<file path="src/rtl/mips_pkg.sv">
// Shared constants for the MIPS pipeline: widths, NOP encoding, reset PC, opcodes.
package mips_pkg;

    localparam int XLEN = 32;

    localparam logic [XLEN-1:0] NOP_INSTR        = 32'h0000_0000;
    localparam logic [XLEN-1:0] RESET_PC_DEFAULT = 32'h0000_0000;

    localparam logic [5:0] OP_BEQ = 6'd4;
    localparam logic [5:0] OP_J   = 6'd2;

    // Branch/jump targets are word addresses; the low two bits are never honoured.
    function automatic logic [XLEN-1:0] wordAlign(input logic [XLEN-1:0] addr);
        return {addr[XLEN-1:2], 2'b00};
    endfunction

endpackage

</file>
<file path="src/rtl/event_counter.sv">
// Wrapping event counter used for the stall and flush performance counters.
module event_counter #(
    parameter int COUNT_W = 32
) (
    input  logic               clk,
    input  logic               reset,
    input  logic               inc,
    output logic [COUNT_W-1:0] count
);

    // Count one per cycle with inc high; wraps naturally at 2^COUNT_W.
    always_ff @(posedge clk) begin
        if (reset) begin
            count <= '0;
        end else if (inc) begin
            count <= count + 1'b1;
        end
    end

endmodule

</file>
<file path="src/rtl/fetch_stage.sv">
// Instruction-fetch stage: PC register, next-PC selection, IF/ID pipeline
// register with redirect bubbles, and stall/flush event counters.
//
// IF_ID validity: IFID_valid=1 means IFID_instr/IFID_pcplus4 describe a real
// instruction that ID may act on; IFID_valid=0 marks a bubble (NOP, pcplus4=0).
// There is no ready/backpressure path here: ID stalls fetch through
// PCWrite/IFIDWrite from the hazard unit.
module fetch_stage
    import mips_pkg::*;
#(
    parameter logic [31:0] RESET_PC = RESET_PC_DEFAULT,
    parameter int          COUNT_W  = 32
) (
    input  logic               clk,
    input  logic               reset,
    input  logic               PCWrite,
    input  logic               IFIDWrite,
    input  logic               branch_taken,
    input  logic [31:0]        branch_target,
    input  logic               jump,
    input  logic [31:0]        jump_target,
    output logic [31:0]        imem_addr,
    input  logic [31:0]        imem_data,
    output logic [31:0]        IFID_instr,
    output logic [31:0]        IFID_pcplus4,
    output logic               IFID_valid,
    output logic [COUNT_W-1:0] stall_count,
    output logic [COUNT_W-1:0] flush_count
);

    logic [31:0] pcReg;
    logic [31:0] pcPlus4;
    logic [31:0] nextPc;
    logic        redirect;

    assign imem_addr = pcReg;
    assign pcPlus4   = pcReg + 32'd4;

    // A redirect only counts when the branch/jump in ID is real and not stalled:
    // a stalled branch is still comparing stale operands.
    assign redirect = (branch_taken | jump) & PCWrite & IFID_valid;

    // Next-PC selection: branch beats jump beats sequential; stall holds PC.
    always_comb begin
        nextPc = pcReg;
        if (PCWrite) begin
            if (redirect && branch_taken) begin
                nextPc = wordAlign(branch_target);
            end else if (redirect) begin
                nextPc = wordAlign(jump_target);
            end else begin
                nextPc = pcPlus4;
            end
        end
    end

    // PC register.
    always_ff @(posedge clk) begin
        if (reset) begin
            pcReg <= RESET_PC;
        end else begin
            pcReg <= nextPc;
        end
    end

    // IF/ID register: redirect squashes the wrong-path fetch even if IF/ID is
    // held, otherwise load on IFIDWrite, otherwise keep the held instruction.
    always_ff @(posedge clk) begin
        if (reset) begin
            IFID_instr   <= NOP_INSTR;
            IFID_pcplus4 <= '0;
            IFID_valid   <= 1'b0;
        end else if (redirect) begin
            IFID_instr   <= NOP_INSTR;
            IFID_pcplus4 <= '0;
            IFID_valid   <= 1'b0;
        end else if (IFIDWrite) begin
            IFID_instr   <= imem_data;
            IFID_pcplus4 <= pcPlus4;
            IFID_valid   <= 1'b1;
        end
    end

    event_counter #(.COUNT_W(COUNT_W)) stallCounter (
        .clk   (clk),
        .reset (reset),
        .inc   (~PCWrite),
        .count (stall_count)
    );

    event_counter #(.COUNT_W(COUNT_W)) flushCounter (
        .clk   (clk),
        .reset (reset),
        .inc   (redirect),
        .count (flush_count)
    );

endmodule

</file>
<file path="config.mk">
export PLATFORM = sky130hd
export DESIGN_NAME = fetch_stage
export DESIGN_NICKNAME = d
export VERILOG_FILES = /design/src/rtl/mips_pkg.sv /design/src/rtl/event_counter.sv /design/src/rtl/fetch_stage.sv
export SDC_FILE = /design/constraint.sdc
export NUM_CORES = 1
export LEC_CHECK = 0
export BUFFER_PORTS_ARGS = -buffer_cell sky130_fd_sc_hd__buf_2
export CORE_UTILIZATION = 35
export CTS_CLUSTER_DIAMETER = 50
export CTS_CLUSTER_SIZE = 20
export DETAILED_ROUTE_END_ITERATION = 12
export GPL_TIMING_DRIVEN = 0
export SLEW_MARGIN = 20
export SYNTH_ARGS = -nofsm -noshare
export SYNTH_HDL_FRONTEND = slang
export SYNTH_HIERARCHICAL = 1
export SYNTH_SLANG_ARGS = --single-unit
</file>
<file path="constraint.sdc">
create_clock -name clk -period 5.95 [get_ports clk]
set_input_delay 0.2975 -clock clk [delete_from_list [all_inputs] [get_ports clk]]
set_output_delay 0.2975 -clock clk [all_outputs]
set_load 0.02 [all_outputs]
</file>
-- Word level (Yosys, flattened, before mapping)
Index checks and enable logic that the tools add are counted.
- register bits: 161
- output and inout port bits: 161
- logic and storage cells: 16
- $add $sub $neg: 3
- muxes and demuxes: 2
- bitwise gates (word level): 3
- reduce and logical (&&, ||, !) cells: 2
- operators by type and width (operator ; count):
    adder 32 x 1 -> 32 bit, second input constant ; 2
    two-way mux 32 bit ; 2
    adder 32 x 3 -> 32 bit, second input constant ; 1
    bitwise AND 1 bit ; 2
    OR reduction 2 bit ; 1
    logical AND 1 bit ; 1
    OR 1 bit ; 1

-- Longest topological paths before layout
Gate-level depths: netlist of run 1.
- depth in word-level cells: 5
- mapped depth: 10
- depth with buffers taken out: 6

-- Modules after synthesis
The synthesis of run 1 kept the hierarchy.
- modules (own cells, without submodules) (module ; instances ; cells an instance ; area an instance (µm²)):
    fetch_stage ; 1 ; 555 ; 4699.5
    event_counter ; 2 ; 181 ; 1564.0

-- Worst setup path before layout of run 1
No wires, ideal clock.
- path kind: reg-to-reg
- from: reg IFID_valid
- to: reg flushCounter.count[27]
- setup time: 0.121 ns
- data arrival time: 2.576 ns
- path slack: 3.254 ns
- stages on the path, launching flop included: 11
- path buffers: 4
- period minus slack after synthesis: 2.696 ns
- cells stage by stage: dfxtp_1 > clkbuf_1 > o211ai_1 > clkinv_1 > clkbuf_1 > buf_2 > and4_1 > buf_2 > nand4_1 > nor3b_1 > mux2_2
- word-level cells in the longest chain between the ends: 1
- RTL lines (item ; RTL line ; text):
    from (decl) ; fetch_stage.sv:26 ; output logic IFID_valid,
    from (signal assigned) ; fetch_stage.sv:72 ; IFID_valid <= 1'b0;
    from (signal assigned) ; fetch_stage.sv:76 ; IFID_valid <= 1'b0;
    from (signal assigned) ; fetch_stage.sv:80 ; IFID_valid <= 1'b1;
    bitwise AND 1 bit ; fetch_stage.sv:41 ; assign redirect = (branch_taken | jump) & PCWrite & IFID_valid;
    via redirect ; fetch_stage.sv:34 ; logic redirect;
    to (signal assigned) ; event_counter.sv:16 ; count <= count + 1'b1;
    to (decl) ; event_counter.sv:8 ; output logic [COUNT_W-1:0] count
The timed path passes the listed nets, and every way through them passes these cells.
A chain may end at the register's enable or synchronous reset.

-- Worst setup path after layout of run 1
- from: reg IFID_valid
- to: reg flushCounter.count[31]
The elaborated chain is that of the path after synthesis.

==> out/summary.txt, run 1 <==
Clock latency on the worst-skew pair: 0.42 ns
Initial antenna violation count: 0
DR pass1 iterations: 5
Design Area, Final: 10050 µm²
Buf/Inv on CP: 5
Max Freq: 296.9 MHz
Hold buffer count at CTS: 0
Power consumption: 2.586 mW
Min cycle time layout: 3.369 ns
Layout cells sized above 1: 28.24%
Area grow syn2layout: 28.39%
RSZ-0062 raised after global routing: false
Worst path slowest cell: clkbuf_1
Syn avg cell area: 8.536 µm²
Final period util: 56.61%
Delay-heaviest family, CP: buffers and inverters
H-tree depth: 4
Mapped Area: 7828 µm²
Worst EP arrival: 3.67 ns
Gr usage total: 22.38%
Post-CTS Setup Inserts: 0
Sequential area share after synthesis: 40.15%
# DRC: 0
CTS tree: built
Worst Slack Setup Final: 2.581 ns
Initial Util: 35.76%
Mean routed wirelength per cell: 17.29 µm
Peak VDD IR: 160.3 µV
Final setup viols: 0
Root buffer cell: clkbuf_16
PortBufs: 252
Critical Path Start Type: flop
Post-DP Area: 9450 µm²
Worst Hold Class: input pin to flop
Worst endpoint required time: 6.26 ns
Layout net count: 1296
Slew Limit Fails: 0
EDFF count, synth: 0
Pin count of the biggest net entering global routing: 17
Total negative slack: 0 ns
GRT overflow: 0
Final Skew: 0.01267 ns
Status: finished clean
Vias in the first global route: 7220
Max-cap violation count: 0
Post-synthesis cell count: 917
Core outline area: 21890 µm²
LEAKAGE: 4.351 nW
Synth Warn #: 6
Post-synthesis async set-or-reset flop share: 0%
Cell breakdown of the critical path: clkbuf_1 -> o211ai_1 -> clkinv_1 -> clkbuf_1 -> buf_2 -> and4_1 -> buf_2 -> nand4_1 -> nor4_4 -> mux2_1
Max incr delay on CP: 0.51 ns
Clock Sinks: 157
Die height: 151.5 µm
Via count: 7807
Flops & latches, synth: 157
Top Ports: 263
CP Max Fanout: 10
First-pass GRT wire length: 39.51 mm
Routability Congestion: 0.8636
Antenna Nets Post-Route: 0
CTS buffer count: 17
Placement Setup Slack: 2.537 ns
Clk pin slew, worst setup/hold paths: 0.07 ns
Pwr dens: 257.3 nW/µm²
Filler cells: 2237
Via density: 5.261
Final core occ: 45.91%
Slew @ Worst Pin: 1.011 ns
# diodes: 0
Rel. slew slack: 32.11%
Routed Wire Length: 25.66 mm
Post-cts sizing count: 0
Commonest register cell after synthesis: dfxtp_1
Final hold viol count: 0
Setup CP Type: flop to flop
DIE WIDTH: 151.5 µm
DR iter-0 viols: 399
Crit end category: flop
Total die area: 22970 µm²
Maximum root-to-sink buffer count: 2
Synth cell types: 61
Post-detail-place hpwl: 19.12 mm
Placement Rows: 54
==> through the flow <==
step	cells	hold slack, ns
floorplan	920	0.4450
global placement	1452	0.4630
detailed placement	1452	0.4776
CTS	1484	0.08976
global route	1484	0.09883
finish	1484	0.1047
==> cell usage in the layout (no fill, tap or decap), types with 12 or more instances in the layout <==
cell type,n
nand2_1,45
mux2i_1,44
nor2_1,126
clkbuf_1,54
mux2_2,20
nor2b_1,21
o21ai_0,40
a22oi_1,17
buf_2,259
a21oi_1,49
nand3_1,37
xnor2_1,19
xor2_1,34
nand4_1,31
dfxtp_1,157
and4_1,12
a211oi_1,18
inv_1,15
nor3_1,29
clkbuf_16,17
==> synthesized netlist by cell type (all sizes together) (2+ instances only) <==
cell type | number | area share [%]
a22o | 9 | 1.0
o22ai | 2 | 0.16
o32ai | 5 | 0.56
clkinv | 2 | 0.096
a21o | 3 | 0.29
nor3b | 2 | 0.19
or3 | 9 | 0.72
nand3b | 4 | 0.38
dfxtp | 157 | 40
inv | 15 | 0.72
nor4 | 13 | 1.6
or2 | 2 | 0.16
o21a | 3 | 0.29
nand4 | 33 | 2.8
or4 | 11 | 1.2
and3 | 8 | 0.67
and4 | 12 | 1.3
o311ai | 3 | 0.34
xnor2 | 19 | 2.1
a211oi | 18 | 1.7
mux2i | 44 | 5.6
a32o | 3 | 0.38
o21ai | 41 | 2.6
a22oi | 17 | 1.6
o211ai | 2 | 0.19
nor3 | 31 | 2.1
clkbuf | 54 | 2.6
nor2b | 21 | 1.7
a21oi | 49 | 3.1
mux2 | 24 | 3.5
nand3 | 38 | 2.5
xor2 | 34 | 3.8
a311oi | 3 | 0.34
ha | 3 | 0.48
nand2 | 45 | 2.2
nor2 | 126 | 6.0
and2 | 6 | 0.48
o31ai | 7 | 0.67
a31oi | 6 | 0.48
o2bb2ai | 3 | 0.34
buf | 21 | 1.8
==> final cells by class <==
class	count	area (µm²)	area share, %
multi-input combinational	671	4285	42.64
sequential	157	3143	31.27
timing repair buffer	252	1261	12.55
clock buffer	17	425.4	4.233
tap	280	350.3	3.486
buffer	75	346.6	3.449
clock inverter	15	173.9	1.731
inverter	17	63.81	0.6350
==> logic make-up after synthesis <==
group	Yosys count	synth area share, %
AOI/OAI and AO/OA	181	14.99
xor gates and xnor gates	53	5.930
adders and majority gates	3	0.4796
buffers and inverters	92	5.243
DFF	157	40.15
muxes	68	9.079
other	1	0.04791
and+or+nand+nor	362	24.07
==> worst reg2reg max path, delay by kind of cell (launching register included) <==
kind                   cells  cell delay [ns]
buffers and inverters      5             1.48
AND/OR/NAND/NOR            3             0.90
flip-flops                 1             0.37
multiplexers               1             0.34
AO/OA/AOI/OAI              1             0.17
==> final timing paths <==
kind	startpoint	endpoint	slack (ns)	cells after the start
worst min-delay path	imem_data[28]	IFID_instr[28]	0.10	3
worst max register to register	IFID_valid	flushCounter/count[31]	2.58	10
worst min register to register	IFID_pcplus4[18]	IFID_pcplus4[18]	0.48	2
worst max-delay path	IFID_valid	flushCounter/count[31]	2.58	10
==> per-layer routing <==
metal | wire, µm | track usage, % | part of all wire, %
met5 | 0 | 0 | 0
met1 | 11530 | 29.17 | 45
met2 | 11690 | 35.75 | 46
met3 | 1797 | 5.509 | 7.0
met4 | 639 | 8.020 | 2.5
==> flip-flops by register name, indices dropped and copies added, names as in the netlist <==
| signal | cells |
|---|---|
| flushCounter/count | 32 |
| imem_addr | 30 |
| IFID_valid | 1 |
| IFID_pcplus4 | 30 |
| stallCounter/count | 32 |
| IFID_instr | 32 |
==> power breakdown <==
| part | total (mW) | internal [mW] | switching, mW |
|---|---|---|---|
| sequential | 1.12 | 1.09 | 0.0299 |
| clock | 1.14 | 0.638 | 0.504 |
| combinational | 0.325 | 0.117 | 0.208 |
| total | 2.59 | 1.84 | 0.743 |
Note: power is estimated with default switching activity, not from simulation.
==> run 2, diff against run 1 <==
Settings changed: ABC_AREA set to 1.
Clock period 5.95 ns to 2.9 ns, I/O delays scaled along.
==> run 2 against run 1 <==
Compared with the run above:
- hold slack worse by 0.090 ns
- final area grew 11%
- global-route usage fell by 0.38 points
- clock power is 120% higher
- worst setup slack got worse by 1.8 ns
- final cell count grew 28%
- critical path type unchanged
- largest cell class unchanged
==> out/summary.txt, run 2 <==
Worst Hold Class: input pin to flop
Initial antenna violation count: 3
Worst Hold Slack: 0.01448 ns
Clk pin slew, worst setup/hold paths: 0.07 ns
Root buffer cell: clkbuf_16
Status: finished clean
Clock latency on the worst-skew pair: 0.42 ns
Commonest non-fill, non-tap cell in the layout: nand2_1
Hold path depth: 3
Routed Wire Length: 27.00 mm
Mapped Area: 8361 µm²
GRT overflow: 0
Min cycle time layout: 2.144 ns
Area leader, netlist: dfxtp_1
Slew Limit Fails: 0
Core outline area: 23470 µm²
Max-cap violation count: 0
Antenna Nets Post-Route: 0
Worst endpoint required time: 3.22 ns
Most frequent cells in the layout: 332 x nand2_1, 272 x buf_2, 168 x nor2_1
R2r endpoint: flushCounter/count[24]
Initial Util: 35.62%
Max Freq: 466.5 MHz
DIE WIDTH: 156.6 µm
Post-detail-place hpwl: 20.49 mm
Slew @ Worst Pin: 0.7034 ns
Final hold viol count: 0
Largest cells by area after synthesis: dfxtp_1 38%, nand2_1 15%, nor2_1 7.5%
First-pass GRT wire length: 41.86 mm
Count leader, synth: nand2_1
Synth cell types: 40
Pin count of the biggest net entering global routing: 17
Maximum root-to-sink buffer count: 2
Worst EP arrival: 2.47 ns
Synth Warn #: 6
Final setup viols: 0
Pwr dens: 499.8 nW/µm²
Placement Rows: 56
Critical Path Start Type: flop
LEAKAGE: 5.339 nW
Gr usage total: 22.00%
Post-synthesis cell count: 1250
DR pass1 iterations: 5
Vias in the first global route: 8054
CP Max Fanout: 10
Final Skew: 0.01421 ns
Layout net count: 1673
Via count: 8915
CTS tree: built
Total negative slack: 0 ns
CTS buffer count: 17
Total die area: 24510 µm²
DR iter-0 viols: 545
Die height: 156.6 µm
Crit end category: flop
Reg2Reg Depth: 13
Via density: 4.685
Top cells by count, synth: 332 x nand2_1, 168 x nor2_1, 157 x dfxtp_1, 121 x a21oi_1, 118 x inv_1
Top Registers: IFID_instr (32), flushCounter/count (32), stallCounter/count (32)
FF-to-FF Start: IFID_valid
Min-Delay Endpoint: imem_addr[6]
Area grow syn2layout: 33.04%
H-tree depth: 4
Mean routed wirelength per cell: 14.19 µm
EDFF count, synth: 0
Layout cells sized above 1: 26.44%
Syn avg cell area: 6.688 µm²
Area share of the largest cell type after synthesis: 37.59%
Post-synthesis async set-or-reset flop share: 0%
Peak VDD IR: 256.6 µV
Clock Sinks: 157
Routability Congestion: 0.8679
Flops & latches, synth: 157
RSZ-0062 raised after global routing: false
Final period util: 73.92%
Setup CP Type: flop to flop
Rel. slew slack: 53.11%
Top Ports: 263
Sequential area share after synthesis: 37.59%
Post-cts sizing count: 0
R2r setup slk: 0.76 ns
Hold Crit Start: branch_target[6]
# DRC: 0
PortBufs: 253
Commonest register cell after synthesis: dfxtp_1
[run 2: changes by cell type after synthesis, moves of 30 or more]
cell and change:
a21oi_1 +72, clkbuf_1 -37, inv_1 +103, mux2i_1 -44
nand2_1 +287, nor2_1 +42, xor2_1 -30
[run 2: how the worst max path moves through the flow]
| stage | startpoint | endpoint | slack [ns] | cells after the start |
|---|---|---|---|---|
| 2_1_floorplan | IFID_valid | flushCounter/count[24] | 0.97 | 13 |
| 3_3_place_gp | IFID_valid | flushCounter/count[28] | 0.75 | 13 |
| 3_5_place_dp | IFID_valid | flushCounter/count[24] | 0.76 | 13 |
| 4_1_cts | IFID_valid | flushCounter/count[24] | 0.74 | 13 |
| 5_1_grt | IFID_valid | flushCounter/count[29] | 0.50 | 14 |
| 6_report | IFID_valid | flushCounter/count[24] | 0.76 | 13 |
[run 2: logic make-up after synthesis]
family | count (synthesis) | share of synthesized area [%]
other | 1 | 0.04485
AOI/OAI and AO/OA | 216 | 13.65
buffers and inverters | 173 | 8.560
xor gates and xnor gates | 17 | 2.050
adders and majority gates | 3 | 0.4490
DFF | 157 | 37.59
and+or+nand+nor | 683 | 37.65
[run 2: critical path, stage by stage, from the launching register on]
cell	delay, ns
dfxtp_1	0.33
inv_1	0.09
nor2_2	0.21
nand2_2	0.13
buf_2	0.22
inv_2	0.16
buf_6	0.16
nand2_2	0.09
nor2_4	0.14
nand3_4	0.14
nor2_2	0.19
nand3_1	0.09
nand2_1	0.07
nor2_1	0.04
[run 2: final cells by class]
class                           instances  area (µm²)
Antenna cell                            3       7.507
Fill cell                            2421       12350
Clock buffer                           17       425.4
Clock inverter                         15       222.7
Buffer                                 47       237.7
Sequential cell                       157        3143
Multi-Input combinational cell        923        4513
Tap cell                              319       399.1
Inverter                              126       478.0
Timing Repair Buffer                  296        1697
[run 2: power breakdown]
| group | internal [mW] | switching, mW | total (mW) |
|---|---|---|---|
| logic | 0.272 | 0.454 | 0.726 |
| clock network | 1.48 | 1.03 | 2.51 |
| registers | 2.24 | 0.0808 | 2.32 |
| total | 4.00 | 1.56 | 5.56 |
[run 2: per-layer routing]
| metal | up-vias | part of all wire [%] | GRT usage, % | wire length [µm] |
|---|---|---|---|---|
| met5 | - | 0 | 0 | 0 |
| met4 | 0 | 1.7 | 6.676 | 451 |
| met3 | 30 | 5.6 | 4.542 | 1518 |
| met2 | 263 | 48 | 37.16 | 12830 |
| met1 | 3991 | 45 | 28.02 | 12200 |
| li1 | 4631 | - | - | - |
[run 2: what timing repair did]
action / in CTS / in global routing
hold buffers: 43 / 0
hold endpoints to repair: 43 / 0
endpoints found under the setup margin: 0 / 0
setup buffers: 0 / 0
[run 2: metrics by stage]
stage / area, µm² / worst slack (ns) / utilization, % / power, mW / instances
6_report: 11120 / 0.7564 / 47.39 / 5.560 / 1903
4_1_cts: 11120 / 0.7409 / 47.36 / 5.621 / 1900
3_3_place_gp: 10040 / 0.7543 / 42.76 / 3.047 / 1825
5_1_grt: 11120 / 0.5013 / 47.39 / 5.803 / 1903
3_5_place_dp: 10040 / 0.7564 / 42.76 / 3.054 / 1825
2_1_floorplan: 8372 / 0.9736 / - / 2.766 / 1253
